<file path="src/rtl/keypad_debounce_scanner_if.sv">
// Pin-side and consumer-side signals of the 4x4 keypad scanner.
// master: the scanner itself; slave: keypad pins plus the logic that consumes the key code.
interface keypad_debounce_scanner_if;
  logic [3:0] columnas;
  logic [3:0] filas;
  logic [3:0] key;
  logic       key_pressed;
  logic       key_strobe;

  modport master (
    output columnas,
    output key,
    output key_pressed,
    output key_strobe,
    input  filas
  );

  modport slave (
    input  columnas,
    input  key,
    input  key_pressed,
    input  key_strobe,
    output filas
  );
endinterface

</file>
<file path="src/rtl/keypad_debounce_scanner.sv">
// 4x4 keypad scanner: walks an active-low column strobe, debounces the synchronised rows
// and reports the first stable key as a 4-bit code with a one-cycle strobe.
module keypad_debounce_scanner #(
  parameter int unsigned SCAN_TICKS     = 27000,
  parameter int unsigned DEBOUNCE_TICKS = 540000
) (
  input  logic                             clk,
  input  logic                             rst,
  keypad_debounce_scanner_if.master        kp
);

  localparam int unsigned MAX_TICKS = (SCAN_TICKS > DEBOUNCE_TICKS) ? SCAN_TICKS : DEBOUNCE_TICKS;
  localparam int unsigned CW        = $clog2(MAX_TICKS);
  localparam logic [CW-1:0] SCAN_LAST = CW'(SCAN_TICKS - 1);
  localparam logic [CW-1:0] DEB_LAST  = CW'(DEBOUNCE_TICKS - 1);

  typedef enum logic [1:0] {
    SCAN,
    DEB_PRESS,
    PRESSED,
    DEB_RELEASE
  } state_t;

  state_t        state_q, state_d;
  logic [3:0]    sync_q, sync_d;
  logic [3:0]    row_s_q, row_s_d;
  logic [CW-1:0] cnt_q, cnt_d;
  logic [1:0]    col_q, col_d;
  logic [1:0]    row_q, row_d;
  logic [3:0]    key_q, key_d;
  logic          key_pressed_q, key_pressed_d;
  logic          key_strobe_q, key_strobe_d;
  logic [3:0]    columnas_q, columnas_d;
  logic [1:0]    first_low;
  logic          row_high;

  function automatic logic [3:0] key_code(input logic [1:0] r, input logic [1:0] c);
    logic [3:0] code;
    case ({r, c})
      4'h0: code = 4'h1;
      4'h1: code = 4'h2;
      4'h2: code = 4'h3;
      4'h3: code = 4'hA;
      4'h4: code = 4'h4;
      4'h5: code = 4'h5;
      4'h6: code = 4'h6;
      4'h7: code = 4'hB;
      4'h8: code = 4'h7;
      4'h9: code = 4'h8;
      4'hA: code = 4'h9;
      4'hB: code = 4'hC;
      4'hC: code = 4'hE;
      4'hD: code = 4'h0;
      4'hE: code = 4'hF;
      4'hF: code = 4'hD;
    endcase
    return code;
  endfunction

  // Walk from row 3 down so the lowest-index low row is the last one written.
  always_comb begin
    first_low = '0;
    for (int unsigned i = 0; i < 4; i++) begin
      if (!row_s_q[3 - i]) first_low = 2'(3 - i);
    end
  end

  assign row_high = row_s_q[row_q];

  always_comb begin
    sync_d        = kp.filas;
    row_s_d       = sync_q;
    state_d       = state_q;
    cnt_d         = cnt_q + CW'(1);
    col_d         = col_q;
    row_d         = row_q;
    key_d         = key_q;
    key_pressed_d = key_pressed_q;
    key_strobe_d  = 1'b0;

    case (state_q)
      SCAN: begin
        if (cnt_q == SCAN_LAST) begin
          cnt_d = '0;
          if (row_s_q != '1) begin
            row_d   = first_low;
            state_d = DEB_PRESS;
          end else begin
            col_d = col_q + 2'd1;
          end
        end
      end
      DEB_PRESS: begin
        if (row_high) begin
          cnt_d   = '0;
          state_d = SCAN;
        end else if (cnt_q == DEB_LAST) begin
          cnt_d         = '0;
          key_d         = key_code(row_q, col_q);
          key_pressed_d = 1'b1;
          key_strobe_d  = 1'b1;
          state_d       = PRESSED;
        end
      end
      PRESSED: begin
        cnt_d = '0;
        if (row_high) state_d = DEB_RELEASE;
      end
      DEB_RELEASE: begin
        if (!row_high) begin
          cnt_d   = '0;
          state_d = PRESSED;
        end else if (cnt_q == DEB_LAST) begin
          cnt_d         = '0;
          key_pressed_d = 1'b0;
          col_d         = col_q + 2'd1;
          state_d       = SCAN;
        end
      end
      default: begin
        cnt_d   = '0;
        state_d = SCAN;
      end
    endcase

    // Column drive is registered from the next index so it lands on the same edge as col_q.
    columnas_d = ~(4'b0001 << col_d);
  end

  always_ff @(posedge clk or negedge rst) begin
    if (!rst) begin
      state_q       <= SCAN;
      sync_q        <= '1;
      row_s_q       <= '1;
      cnt_q         <= '0;
      col_q         <= '0;
      row_q         <= '0;
      key_q         <= '0;
      key_pressed_q <= 1'b0;
      key_strobe_q  <= 1'b0;
      columnas_q    <= 4'b1110;
    end else begin
      state_q       <= state_d;
      sync_q        <= sync_d;
      row_s_q       <= row_s_d;
      cnt_q         <= cnt_d;
      col_q         <= col_d;
      row_q         <= row_d;
      key_q         <= key_d;
      key_pressed_q <= key_pressed_d;
      key_strobe_q  <= key_strobe_d;
      columnas_q    <= columnas_d;
    end
  end

  assign kp.columnas    = columnas_q;
  assign kp.key         = key_q;
  assign kp.key_pressed = key_pressed_q;
  assign kp.key_strobe  = key_strobe_q;

endmodule

</file>
<file path="src/flat_wrapper.sv">
// flat-port wrapper written by rule: the top's interface ports become plain ports
module keypad_debounce_scanner_flat 
#(
  parameter int unsigned SCAN_TICKS     = 27000,
  parameter int unsigned DEBOUNCE_TICKS = 540000
)
  (clk, rst, kp_columnas, kp_key, kp_key_pressed, kp_key_strobe, kp_filas);
  keypad_debounce_scanner_if kp_i ();
  input  logic clk;
  input  logic rst;
  output wire logic [$bits(kp_i.columnas)-1:0] kp_columnas;
  output wire logic [$bits(kp_i.key)-1:0] kp_key;
  output wire logic [$bits(kp_i.key_pressed)-1:0] kp_key_pressed;
  output wire logic [$bits(kp_i.key_strobe)-1:0] kp_key_strobe;
  input wire logic [$bits(kp_i.filas)-1:0] kp_filas;
  assign kp_columnas = kp_i.columnas;
  assign kp_key = kp_i.key;
  assign kp_key_pressed = kp_i.key_pressed;
  assign kp_key_strobe = kp_i.key_strobe;
  assign kp_i.filas = kp_filas;
  keypad_debounce_scanner #(.SCAN_TICKS(SCAN_TICKS), .DEBOUNCE_TICKS(DEBOUNCE_TICKS)) u_core (.clk(clk), .rst(rst), .kp(kp_i));
endmodule
</file>
<file path="config.mk">
export PLATFORM = sky130hd
export DESIGN_NAME = keypad_debounce_scanner_flat
export DESIGN_NICKNAME = d
export VERILOG_FILES = /design/src/rtl/keypad_debounce_scanner_if.sv /design/src/rtl/keypad_debounce_scanner.sv /design/src/flat_wrapper.sv
export SDC_FILE = /design/constraint.sdc
export NUM_CORES = 1
export LEC_CHECK = 0
export ABC_AREA = 0
export BUFFER_PORTS_ARGS = -buffer_cell sky130_fd_sc_hd__buf_4
export CAP_MARGIN = 20
export CORE_MARGIN = 5
export CORE_UTILIZATION = 34
export CTS_BUF_LIST = sky130_fd_sc_hd__clkbuf_4
export CTS_CLUSTER_SIZE = 20
export DETAILED_ROUTE_END_ITERATION = 12
export PLACE_DENSITY = 0.51
export SLEW_MARGIN = 10
export SYNTH_ARGS = -nofsm -noshare
export SYNTH_HDL_FRONTEND = slang
export SYNTH_SLANG_ARGS = --single-unit
export TNS_END_PERCENT = 50
</file>
<file path="constraint.sdc">
create_clock -name clk -period 2.2 [get_ports clk]
set_input_delay 0.22 -clock clk [delete_from_list [all_inputs] [get_ports clk]]
set_output_delay 0.22 -clock clk [all_outputs]
set_load 0.01 [all_outputs]
</file>
**Yosys cells after proc, flatten, opt, wreduce, memory -nomap -nowiden**

Memory sizes are Yosys's and may differ from the RTL's. A register that Yosys moved wholly into a read port is not among the register bits.
Cells that the tools add are included.

- Logic and storage cells: 70
- Memories kept: 1
- Output and inout bits: 10
- Memory bits (read-only): 64
- Bits of input ports: 6
- Flip-flop bits (word level): 40

Memories:

| memory | words | width | rd ports | clocked after Yosys merged registers in | write ports | line | source |
|---|---|---|---|---|---|---|---|
| (name not given) | 16 | 4 | 1 | 1 | 0 | keypad_debounce_scanner.sv:39 | `case ({r, c})` |

- $add $sub $neg: 2
- Shift-type cells: 1
- Order comparisons: 1
- Equal/unequal tests: 15
- Reduce and logical (&&, ||, !) cells: 7
- Muxes and demuxes: 32
- Bitwise logic cells: 2

Operators with widths:

| kind | count |
|---|---|
| 20-bit 2-to-1 mux | 4 |
| 20-bit one-hot mux with 4 select lines | 1 |
| 2-bit 2-to-1 mux | 15 |
| 20-bit by 1-bit adder with 20-bit output (second input constant) | 1 |
| 20-bit by 15-bit == test with 1-bit output (second input constant) | 1 |
| 20-bit == test (second input constant) | 1 |
| 2-bit by 1-bit inequality test with 1-bit output (second input constant) | 6 |
| 5-bit AND reduction | 2 |
| 1-bit 2-to-1 mux | 8 |
| 2-bit one-hot mux with 4 select lines | 1 |
| 3-bit AND reduction | 2 |
| 2-bit == test (second input constant) | 2 |
| 4-bit inequality test (second input constant) | 1 |
| 4-bit NOT | 1 |
| 2-bit one-hot mux with 2 select lines | 1 |
| 1-bit by 2-bit << shifter with 4-bit output (first input constant) | 1 |
| 2-bit by 3-bit < comparator with 1-bit output (second input constant) | 1 |
| 3-bit by 1-bit inequality test with 1-bit output (second input constant) | 1 |
| 3-bit inequality test (second input constant) | 1 |
| 2-bit by 1-bit adder with 2-bit output (second input constant) | 1 |
| 1-bit binary-select mux with 2-bit select | 1 |
| 2-bit by 1-bit == test with 1-bit output (second input constant) | 1 |
| 2-bit logical NOT | 1 |
| 2-bit inequality test (second input constant) | 1 |
| 4 further kinds | 4 |

**Longest topological paths before layout**

Gate-level depths: netlist of run 1.

- Depth in word-level cells: 6
- Mapped depth: 8
- Mapped depth without buffers: 6

**Worst setup path after synthesis of run 1**

Ideal clock, no wire load.

- Kind: register to register
- From: register u_core.cnt_q[10]
- To: register u_core.columnas_q[2] (netlist: u_core.kp.columnas[2])
- Arrival time: 2244 ps
- Setup slack: -123 ps
- Buffers on the path: 1
- Required time: 2120 ps
- Period minus slack after synthesis: 2323 ps
- Stages on the path, launching flop included: 7
- Library setup time: 80 ps
- Cells stage by stage: dfrtp_1 or4b_1 or3_1 buf_2 or3_4 a211o_1 o22a_1

- Cells in the longest elaborated chain, start to end: 6
- Elaborated cells on any way between the ends: 8
- Classes of those cells: eq/ne: 2; shift: 1; mux: 4; bitwise: 1

RTL lines:

| item | line | source |
|---|---|---|
| start, declared | keypad_debounce_scanner.sv:27 | `logic [CW-1:0] cnt_q, cnt_d;` |
| start signal, assigned | keypad_debounce_scanner.sv:146 | `cnt_q <= cnt_d;` |
| 20-bit == test | keypad_debounce_scanner.sv:113 | `end else if (cnt_q == DEB_LAST) begin` |
| 2-bit 2-to-1 mux | keypad_debounce_scanner.sv:113 |  |
| 2-bit 2-to-1 mux | keypad_debounce_scanner.sv:110 | `if (!row_high) begin` |
| 2-bit one-hot mux with 2 select lines * | keypad_debounce_scanner.sv:81 | `case (state_q)` |
| 1-bit by 2-bit << shifter with 4-bit output * | keypad_debounce_scanner.sv:127 | `columnas_d = ~(4'b0001 << col_d);` |
| 4-bit NOT * | keypad_debounce_scanner.sv:127 |  |
| via u_core.columnas_d[2] | keypad_debounce_scanner.sv:33 | `logic [3:0] columnas_q, columnas_d;` |
| end signal, assigned | keypad_debounce_scanner.sv:152 | `columnas_q <= columnas_d;` |
| end, declared | keypad_debounce_scanner.sv:33 |  |

The timed path passes the listed nets; every way through them passes the cells marked *.
A chain may end at the register's enable or synchronous reset.

**Worst setup path in the final report of run 1**

- From: register u_core.cnt_q[3]
- To: register u_core.columnas_q[2] (netlist: u_core.kp.columnas[2])

Same word-level chain as after synthesis.

==> results of run 1 <==
[synth_stat cells (2+ instances only)]
library cell  instances  share of area
buf_2                 2         0.0044
xnor2_1              11          0.042
and3_1                3         0.0083
nand3_1               8          0.018
inv_1                11          0.018
ha_1                 10          0.055
dfrtp_1              33           0.36
o21ai_0               5          0.011
o31ai_1               2         0.0066
mux2i_1               4          0.018
nand2_1              15          0.025
dfstp_2              11           0.13
clkbuf_1              4         0.0066
nor2_1               33          0.055
nor3_1                3         0.0066
and4bb_2              2          0.011
xor2_1                7          0.027
a32oi_1               2         0.0077
and4_1                2         0.0077
a21oi_1               8          0.018
nand4_1               9          0.025
a31oi_1               3         0.0083
mux2_2                2         0.0099
[layer usage]
layer | GRT usage | share of wire | vias to the layer above
met2 | 0.180 | 0.44 | 16
met5 | 0 | 0 | -
met1 | 0.162 | 0.52 | 831
met3 | 0.0254 | 0.021 | 7
li1 | - | - | 893
met4 | 0.0408 | 0.013 | 0
[placed cells by master (no fill, tap or decap), drive strengths merged, types with 5 or more instances in the layout]
master       synthesis  layout
nor2                33      33
buf                  2      46
nand4                9       9
xor2                 7       7
inv                 11      11
ha                  10      10
o21ai                5       5
dfrtp               33      33
clkbuf               4       5
nand3                8       8
dfstp               11      11
xnor2               11      11
nand2               15      15
a21oi                8       8
dlygate4sd3          0       5
[worst max-delay path by stage]
stage | startpoint | to
final | u_core.cnt_q[3] | u_core.kp.columnas[2]
after global routing | u_core.cnt_q[3] | u_core.kp.columnas[2]
after CTS | u_core.cnt_q[3] | u_core.kp.columnas[2]
after detailed placement | u_core.cnt_q[3] | u_core.kp.columnas[2]
after global placement | u_core.cnt_q[3] | u_core.kp.columnas[2]
after floorplan | u_core.cnt_q[3] | u_core.kp.columnas[2]
[what timing repair did]
action | in CTS | in global routing
pin swaps | 1 | 0
gates resized for setup | 1 | 3
hold buffers | 5 | 0
endpoints found under the setup margin | 3 | 6
hold endpoints to repair | 37 | 0
[cell families (layout without fill, tap and decap cells)]
kind of cell	Yosys count	count (layout)	share of synthesized area
AND/OR/NAND/NOR	87	87	0.201
AO/OA/AOI/OAI	37	37	0.116
XOR/XNOR	18	18	0.0695
buffers and inverters	17	70	0.0292
multiplexers	7	7	0.0375
adder cells (fa/ha/maj)	10	10	0.0551
flip-flops	44	44	0.491
[state kept, by name, summed over array words and instances, names as in the netlist, named ones only]
signal                 flops
u_core.cnt_q              20
u_core.kp.columnas         4
u_core.kp.key              4
u_core.row_s_d             4
u_core.row_s_q             4
u_core.col_q               2
u_core.row_q               2
u_core.kp.key_pressed      1
u_core.kp.key_strobe       1
u_core.state_q             1
[stage by stage]
stage	hold slack [ns]	instances	utilization
finish	0.356	350	0.442
detailed placement	0.256	337	0.420
floorplan	-0.0756	220	-
CTS	0.353	350	0.441
global placement	0.251	337	0.420
global route	0.369	350	0.442
[cell type report]
class / instances / area (um^2) / share of cell area
multi-input combinational: 159 / 1100 / 0.387
timing repair buffer: 51 / 408 / 0.144
clock inverter: 3 / 42.5 / 0.0150
inverter: 11 / 41.3 / 0.0145
tap: 77 / 96.3 / 0.0339
clock buffer: 5 / 37.5 / 0.0132
sequential: 44 / 1110 / 0.393
[power breakdown]
part	total [uW]	internal [uW]	leakage, uW	switching (uW)
sequential	828	823	0.000562	4.97
clock	513	237	0.0000412	275
combinational	35.4	14.1	0.000647	21.3
total	1380	1070	0.00125	302
==> results, run 1 <==
- The time the final worst path needs with I/O delays and setup is 2.20 ns.
- In the final routed layout, each cell accounts on average for 13.2 um.
- The cell class contributing the biggest share of worst-path delay is simple AND/OR/NAND/NOR gates.
- The post-synth design cell area is 2270 um^2.
- In the routed design, unresolved DRC markers number 0.
- Across the routed clock network, the largest skew measured is 0.0104 ns.
- The worst hold path begins at u_core.row_s_d[2].
- STA classifies the critical path endpoint as a flop.
- The number of cells traversed by the worst hold path is 0.
- CTS saw 44 sinks.
- The power after layout is 1380 uW.
- The H-tree generated during clock tree synthesis spans 2 levels.
- The core area is 6420 um^2.
- Setup repair after global routing could not meet its margin everywhere.
- Counting along the longest clock path gives a buffer depth of 2.
- In this run, synthesis inferred 0 flip-flops with an integrated enable.
- The total buffers and inverters traversed by the critical path is 0.
- The prevailing post-synth register cell is dfrtp_1.
- The timing-limited maximum frequency is 455 MHz.
- Setup violations remaining at the end of the flow were counted as 0.
- The initial antenna violation count was 0.
- The accumulated negative setup slack is 0 ns.
- The number of buffers inserted to repair setup after CTS is 0.
- The part of the cycle the worst path needs is 0.999.
- The maximum vdd drop is 0.300 mV.
- The finished cells cover 2840 um^2.
- The aggregate global routing overflow is 0.
- The number of cells on the critical path is 5.
- The iteration count of the initial detailed-routing pass is 4.
- For this configuration, the core starts out at a cell density of 0.353.
- The placed standard-cell area is 2700 um^2.
- The leakage component of the power is 0.00125 uW.
- During placement, the flow inserted port buffers numbering 15.
- The worst-path cell with the longest stage delay is or4b_1.
- The via count of the first global-routing pass was 1663.
- Across the run, the number of max-cap violations was 0.
- The path class of the lowest-slack min-delay path is reg -> reg.
- The number of max-slew violations in the final report is 0.
- Data arrives at the worst endpoint at 2.50 ns.
- The worst hold path terminates at u_core.row_s_q[2].
- A synthesized cell averages 10.3 um^2.
- The routed layout has 1747 vias.
- For this run, the register share of the synthesized area comes to 0.491.
- After detailed routing, the number of vias per cell comes to 4.99.
- The flow ran to the end, and the final reports show no timing, DRC or antenna violations.
- The worst register-to-register path begins at u_core.cnt_q[3].
- The count of nets left with antenna violations once routing finished came out at 0.
- The die area is 8410 um^2.
- The worst setup path is launched from a flop.
- Counting every net in the synthesized netlist gives 236.
- The minimum setup slack after placement is -0.0541 ns.
- The transition at the pin with the smallest max-transition slack is 0.567 ns.
- The floorplan has 29 rows.
- From bottom edge to top edge, the die measures 91.7 um.
- The overall global routing resource usage is 0.116.
- For the worst setup path, the data required time is 2.51 ns.
- Synthesis inferred 44 register bits.
- Counting stages on the worst path, the most repeated cell is or3_4.
- In this run the horizontal extent of the chip is 91.7 um.
- Relative to the synthesized area, the layout overhead comes to 25.1%.
- Dividing total power by cell area gives a power density of 485 nW/um^2.
- Counting flops with an async set or reset pin after synthesis yields a share of 1.00.
- The critical path start-end classification is reg -> reg.
- Entering global routing, the biggest net connects 45 pins.
- The critical path goes through or4b_1 > or3_4 > or3_4 > a211o_1 > o22a_1.
- The clock latency at the later pin of the worst-skew pair is 0.36 ns.
- Setup slack on the worst reg-to-reg path comes out at 0.002 ns.
- The final estimated routing congestion in global placement is 0.771.
- The TritonCTS clock tree is yes.
- The filler cells instantiated in the layout total 620.
- The fraction of layout cells with a size suffix above 1 is 0.297.
- The total wire length after detailed routing is 4620 um.
- Synthesis handed over a netlist of 220 instances.
- The capturing point of the worst reg2reg path is u_core.kp.columnas[2].
- The final layout contains 288 nets.
- The netlist uses 53 different library cells.
- During I/O placement, the number of pins put on the boundary was 16.
- The repair_antennas step left the layout with diodes totalling 0.
- During synthesis, Yosys emitted a total of 0 warnings.
- Counting cells, the worst reg-to-reg path comes to 5.
- In this run, the number of DRC markers left after iteration 0 of detailed routing was 76.
- The clock input transition at the sequential cells of the worst setup and hold paths is 0.14 ns.
- The root buffer cell chosen for the clock tree is clkbuf_4.
- On the worst path, the slowest cell contributes a delay of 0.51 ns.
- Measured against its own limit, the worst slew margin works out to 0.622.
- The placed wire-length estimate after detailed placement is 3290 um.
- The total count of hold-check failures in the final report is 0.
- The wire length of the first global-routing pass is 7960 um.
- The maximum fanout count along the critical path is 4.
- The TritonCTS buffer count is 5.
- Across all setup checks in the final design, the least slack found is 0.00214 ns.
Note: power is estimated with default switching activity, not from simulation.
==> inputs of run 2 (changes only) <==
REMOVE_ABC_BUFFERS = 1   (was not set)
==> run 2 against run 1 <==
Compared with the run above: the run now ends with setup timing left; non-clock buffer count is 2 higher; clock-buffer cell count unchanged; routed wire length is 2.4% higher; critical path depth stayed put; sequential power about the same; clock skew grew 0.0034 ns; highest routed layer unchanged.
==> results, run 2 (synthesis results as in run 1) <==
- The total number of H-tree levels is 2 (unchanged).
- The global-route track usage on met1 was 0.165 (+0.00360).
- The row count came to 29 (unchanged).
- The leakage component of the power came to 0.00125 uW (-0.26%).
- The fraction of layout cells with a size suffix above 1 is 0.298 (+0.00148).
- The time the final worst path needs with I/O delays and setup was 2.22 ns (+0.0199 ns).
- The part of the cycle the worst path needs came to 1.01 (+0.00906).
- The number of failing setup endpoints in the final timing report is 1 (+1).
- The critical path start-end classification is reg -> reg.
- The number of buffers on the longest clock path is 2 (unchanged).
- The maximum fanout count along the critical path was 4 (unchanged).
- The global routing usage on met2 is 0.179 (-0.000609).
- The final routed wire length divided by cell count was 13.4 um (+1.8%).
- The accumulated negative setup slack is -0.0178 ns (-0.0178 ns).
- The checks that failed: setup timing.
- The width of the die is 91.7 um (unchanged).
- The met3 track demand over resource in global routing came to 0.0254 (unchanged).
- The final hold slack was 0.365 ns (+0.00922 ns).
- The total count of hold-check failures in the final report is 0 (unchanged).
- The design internal power is 958 uW (-11%).
- The endpoint kind of the worst setup timing path is a flop.
- The wire length of the first global-routing pass was 7980 um (+0.35%).
- The minimum setup slack after placement is -0.0795 ns (-0.0254 ns).
- The clock input transition at the sequential cells of the worst setup and hold paths is 0.15 ns (about the same).
- Leaving out fill and tap cells, the most frequent cells in the layout are buf_4 (47), nor2_1 (33), dfrtp_1 (33).
- The reg-to-reg setup timing slack is -0.02 ns (-0.02 ns).
- The post-route antenna net violation count is 0 (unchanged).
- The depth of the most critical reg-to-reg path was 5 (unchanged).
- The capturing point of the worst reg2reg path is u_core.kp.columnas[2].
- The signal on the critical path passes through or4b_1 > or3_4 > or3_4 > a211o_1 > o22a_1.
- The die area was 8410 um^2 (unchanged).
- The die outline height came to 91.7 um (unchanged).
- The library cell used most frequently in the layout, excluding fill and tap cells, is buf_4.
- The proportion of power drawn by flip-flops and latches is 0.653 (+0.051).
- The core area is 6420 um^2 (unchanged).
- The overall global routing resource usage is 0.118 (+0.00155).
- The via count of the first global-routing pass came to 1682 (+1.1%).
- The total buffers and inverters traversed by the critical path is 0 (unchanged).
- The TritonCTS clock tree is yes.
- The routed via count divided by cell count is 4.99 (about the same).
- The initial detailed-routing violation count is 122 (+61%).
- The worst slew margin relative to its limit came to 0.617 (-0.00564).
- The clock latency at the later pin of the worst-skew pair was 0.37 ns (about the same).
- The final estimated routing congestion in global placement came to 0.783 (+1.5%).
- The number of antenna cells inserted is 0 (unchanged).
- The worst-path cell with the longest stage delay is or4b_1.
- The number of top-level pins is 16 (unchanged).
- The iteration count of the initial detailed-routing pass is 4 (unchanged).
- The largest net degree at the start of global routing came to 45 (unchanged).
- The initial cell density of the core is 0.353 (unchanged).
- The power after layout is 1270 uW (-7.8%).
- The timing-limited maximum frequency is 451 MHz (-0.90%).
- The path class of the lowest-slack min-delay path is in -> async.
- The net switching share of the total power is 0.245 (+0.0255).
- The global routing stage identified its most utilized layer as met2.
- The clock net sink count is 44 (unchanged).
- The cell type with the highest occurrence count on the critical path is or3_4.
- The required time at the endpoint of the critical path is 2.52 ns (about the same).
- The reg-to-reg startpoint is u_core.cnt_q[19].
- The total wire length after detailed routing is 4730 um (+2.4%).
- The count of buffers inserted at the top-level ports was 15 (unchanged).
- The number of remaining DRC errors is 0 (unchanged).
- The flip-flop count of the largest register, all copies and words added came to 20 (unchanged).
- The delay contributed by the slowest stage of the critical path was 0.50 ns (about the same).
- The number of max-slew violations in the final report is 0 (unchanged).
- The TritonCTS buffer count is 5 (unchanged).
- The final worst-path setup slack is -0.0178 ns (-0.0199 ns).
- The final net count was 290 (+0.69%).
- The routed via count was 1757 (+0.57%).
- Setup repair after global routing could not meet its margin everywhere.
- The register with the most flip-flops in the final layout is u_core.cnt_q.
- The max-capacitance violation count is 0 (unchanged).
- The relative area change from synthesis to final layout is 24.9%.
- The cell class contributing the biggest share of worst-path delay is simple AND/OR/NAND/NOR gates.
- The buffer type at the clock tree root is clkbuf_4.
- The transition at the pin with the smallest max-transition slack is 0.575 ns (+0.00845 ns).
- The part of the power in combinational logic is 0.028 (+0.002).
- The flow ran to the end, but the final reports show violations.
- The maximum vdd drop came to 0.317 mV (+5.7%).
- The initial antenna violation count is 0 (unchanged).
- The total power per unit cell area is 447 nW/um^2 (-7.7%).
- The placed wire-length estimate after detailed placement was 3270 um (-0.74%).
- The aggregate global routing overflow was 0 (unchanged).
- The share of total power in the clock network is 0.319 (-0.054).
- The kind of launch point of the worst setup path is a flop.
- The data arrival time of the critical path is 2.54 ns (+0.04 ns).
- The switching power is 310 uW (+2.9%).
- The worst clock skew on the final layout is 0.0139 ns (+0.00343 ns).
==> run 2: worst max-delay path by stage <==
| stage | endpoint | slack (ns) | cells past startpoint | start |
|---|---|---|---|---|
| floorplan | u_core.kp.columnas[2] | -0.09 | 5 | u_core.cnt_q[10] |
| global placement | u_core.kp.columnas[2] | -0.06 | 5 | u_core.cnt_q[3] |
| detailed placement | u_core.kp.columnas[2] | -0.08 | 5 | u_core.cnt_q[3] |
| CTS | u_core.kp.columnas[2] | -0.07 | 5 | u_core.cnt_q[3] |
| global route | u_core.kp.columnas[2] | -0.1 | 5 | u_core.cnt_q[19] |
| finish | u_core.kp.columnas[2] | -0.02 | 5 | u_core.cnt_q[19] |
==> run 2: layout make-up <==
type,count,area [um^2]
Sequential cell,44,1110
Clock inverter,3,18.8
Tap cell,77,96.3
Multi-Input combinational cell,159,1100
Fill cell,621,3590
Timing Repair Buffer,53,423
Inverter,11,41.3
Clock buffer,5,37.5
==> run 2: power groups by stage <==
stage / sequential, uW / combinational (uW) / clock, uW
final: 828 / 35.7 / 405
after global routing: 830 / 40.9 / 453
after CTS: 828 / 37.2 / 421
after detailed placement: 842 / 30.3 / 0
after global placement: 842 / 30.0 / 0
after floorplan: 841 / 5.32 / 0
==> run 2: repair_timing <==
action                     4_1_cts  5_1_grt
hold buffers                     5        0
gates resized for setup          1        4
buffers inserted                 1        2
gates cloned                     0        0
hold endpoints to repair        37        0
setup endpoints to repair        4       21
pin swaps                        0        6
==> run 2: layer usage <==
layer	vias up	routed length, um
li1	897	-
met1	828	2490
met2	26	2050
met3	6	121
met4	0	64
met5	-	0
==> run 2: through the flow <==
step	cells	utilization	area, um^2
after floorplan	214	-	2240
after global placement	336	0.419	2690
after detailed placement	336	0.419	2690
after CTS	350	0.438	2810
after global routing	352	0.441	2840
final	352	0.441	2840
==> run 2: worst reg2reg max path: stages (launching register included) <==
cell and delay, ns:
dfrtp_1 0.40, or4b_1 0.50, or3_4 0.36, or3_4 0.38
a211o_1 0.33, o22a_1 0.20
==> inputs of run 3 (changes only) <==
==> constraint.sdc (replaced) <==
create_clock -name clk -period 2.2 [get_ports clk]
set_input_delay 0.33 -clock clk [delete_from_list [all_inputs] [get_ports clk]]
set_output_delay 0.33 -clock clk [all_outputs]
set_load 0.01 [all_outputs]
==> run 3 against run 2 <==
Compared with the run above: the flow still finishes with violations (setup timing); largest power group unchanged; global-route usage about the same; clock-buffer cell count unchanged; critical path depth unchanged; worst hold slack worse by 0.31 ns; design area down 1.4%; flip-flop and latch count unchanged; cell count shrank 1.1%.
==> results, run 3 (synthesis results as in run 1) <==
- The run finished, with violations left.
- The checks that failed: setup timing.
- The iteration count of the initial detailed-routing pass is 4 (unchanged).
- The clock latency at the later pin of the worst-skew pair came to 0.37 ns (about the same).
- The transition at the pin with the smallest max-transition slack is 0.571 ns (-0.00427 ns).
- The worst setup path is captured at a flop.
- The number of antenna cells inserted is 0 (unchanged).
- Setup repair after global routing could not meet its margin everywhere.
- The largest net degree at the start of global routing is 45 (unchanged).
- The time the final worst path needs with I/O delays and setup came to 2.22 ns (-0.00142 ns).
- The via count of the first global-routing pass is 1700 (+1.1%).
- The critical path start-end classification is reg -> reg.
- The total count of hold-check failures in the final report was 0 (unchanged).
- The final worst-path setup slack is -0.0164 ns (+0.00142 ns).
- The clock net sink count is 44 (unchanged).
- The timing-limited maximum frequency is 451 MHz (about the same).
- The slowest stage of the critical path belongs to the cell or4b_1.
- The data arrival time of the critical path is 2.54 ns (about the same).
- In the layout the commonest cells are buf_4 (47), nor2_1 (33), dfrtp_1 (33).
- The most common library cell in the layout ignoring fill and taps is buf_4.
- The total wire length after detailed routing was 4670 um (-1.4%).
- The buffer type at the clock tree root is clkbuf_4.
- The core area is 6420 um^2 (unchanged).
- The aggregate global routing overflow was 0 (unchanged).
- The wire length of the first global-routing pass is 7990 um (about the same).
- The die outline height is 91.7 um (unchanged).
- The flip-flop count of the largest register, all copies and words added is 20 (unchanged).
- The final routed wire length divided by cell count was 13.4 um (-0.24%).
- The delay contributed by the slowest stage of the critical path came to 0.50 ns (about the same).
- The total power per unit cell area is 451 nW/um^2 (+0.81%).
- The final net count is 286 (-1.4%).
- The count of buffers inserted at the top-level ports came to 15 (unchanged).
- u_core.cnt_q holds more flip-flops than any other register.
- The min-delay analysis places its worst path in the category in -> reg.
- The die area is 8410 um^2 (unchanged).
- The max-capacitance violation count is 0 (unchanged).
- The fraction of layout cells with a size suffix above 1 is 0.303 (+0.00440).
- The required time at the endpoint of the critical path came to 2.52 ns (about the same).
- The initial cell density of the core was 0.353 (unchanged).
- The post-route antenna net violation count came to 0 (unchanged).
- The row count is 29 (unchanged).
- The number of top-level pins came to 16 (unchanged).
- The maximum vdd drop is 0.317 mV (-0.19%).
- The initial antenna violation count is 0 (unchanged).
- The number of max-slew violations in the final report is 0 (unchanged).
- The final estimated routing congestion in global placement is 0.783 (unchanged).
- The total of fill cells in the finished design came to 625 (+0.64%).
- The leakage component of the power was 0.00123 uW (-1.3%).
- The worst slew margin relative to its limit was 0.620 (+0.00285).
- The placed wire-length estimate after detailed placement is 3270 um (unchanged).
- The TritonCTS clock tree is yes.
- The signal on the critical path passes through or4b_1 > or3_4 > or3_4 > a211o_1 > o22a_1.
- The number of buffers on the longest clock path came to 2 (unchanged).
- The routed via count divided by cell count was 4.98 (-0.17%).
- The worst clock skew on the final layout is 0.0131 ns (-0.000758 ns).
- The number of failing setup endpoints in the final timing report is 1 (unchanged).
- The number of remaining DRC errors is 0 (unchanged).
- The fraction of the core area covered by cells at the end of the flow is 0.435 (-0.00623).
- Compared with the post-synthesis result, the final layout area differs by 23.2%.
- The maximum fanout count along the critical path is 4 (unchanged).
- The total number of H-tree levels was 2 (unchanged).
- The width of the die is 91.7 um (unchanged).
- The final hold slack is 0.0578 ns (-0.307 ns).
- The routed via count is 1734 (-1.3%).
- The clock input transition at the sequential cells of the worst setup and hold paths is 0.15 ns (about the same).
- The part of the cycle the worst path needs is 1.01 (about the same).
- Counting stages on the worst path, the most repeated cell is or3_4.
- The TritonCTS buffer count was 5 (unchanged).
- The initial detailed-routing violation count is 103 (-16%).
- The worst setup path is launched from a flop.
- The overall global routing resource usage is 0.118 (-0.000173).
[run 3: area by class of cell]
type	count	area [um^2]	share of cell area
clock buffers	5	37.5	0.0134
multi-input cells	159	1100	0.395
clock inverters	3	18.8	0.00671
repair buffers	49	383	0.137
inverters	11	41.3	0.0148
flip-flops and latches	44	1110	0.399
well taps	77	96.3	0.0345
[run 3: critical path, delay by kind of cell, from the launching register on]
kind | cells | cell delay, ns
simple gates | 3 | 1.24
compound gates | 2 | 0.53
flops | 1 | 0.40
[run 3: metal layers]
layer,global-route usage,share of wire
met1,0.167,0.53
met5,0,0
met2,0.177,0.43
met4,0.0446,0.014
met3,0.0254,0.024
[run 3: metrics by stage]
step / setup TNS [ns] / worst slack [ns] / cells / power [uW] / cell area, um^2
after CTS: -0.0675 / -0.0675 / 346 / 1280 / 2770
after global routing: -0.159 / -0.0950 / 348 / 1320 / 2800
after floorplan: -0.182 / -0.0950 / 214 / 846 / 2240
final: -0.0164 / -0.0164 / 348 / 1260 / 2800
after global placement: -0.0644 / -0.0644 / 336 / 872 / 2690
after detailed placement: -0.0795 / -0.0795 / 336 / 873 / 2690
[run 3: what timing repair did]
item                       CTS  global route
buffers inserted             1             2
hold endpoints to repair    33             0
hold buffers                 1             0
gates resized for setup      1             4
cloned                       0             0
setup endpoints to repair    4            23
pin swaps                    0             6
[run 3: final timing paths]
path | startpoint | to | slack, ns | cells past startpoint
setup reg to reg | u_core.cnt_q[19] | u_core.kp.columnas[2] | -0.02 | 5
max in group asynchronous | rst | u_core.row_s_d[2] | 1.32 | 2
hold / removal | kp_filas[3] | u_core.row_s_d[3] | 0.06 | 1
setup / recovery | u_core.cnt_q[19] | u_core.kp.columnas[2] | -0.02 | 5
hold reg to reg | u_core.row_s_d[0] | u_core.row_s_q[0] | 0.37 | 0
min in group asynchronous | rst | u_core.kp.key_pressed | 0.48 | 2
[run 3: report_power, final]
group / total (uW) / internal, uW / switching (uW)
logic: 29.9 / 9.51 / 20.4
clock network: 403 / 121 / 282
registers: 828 / 823 / 4.89
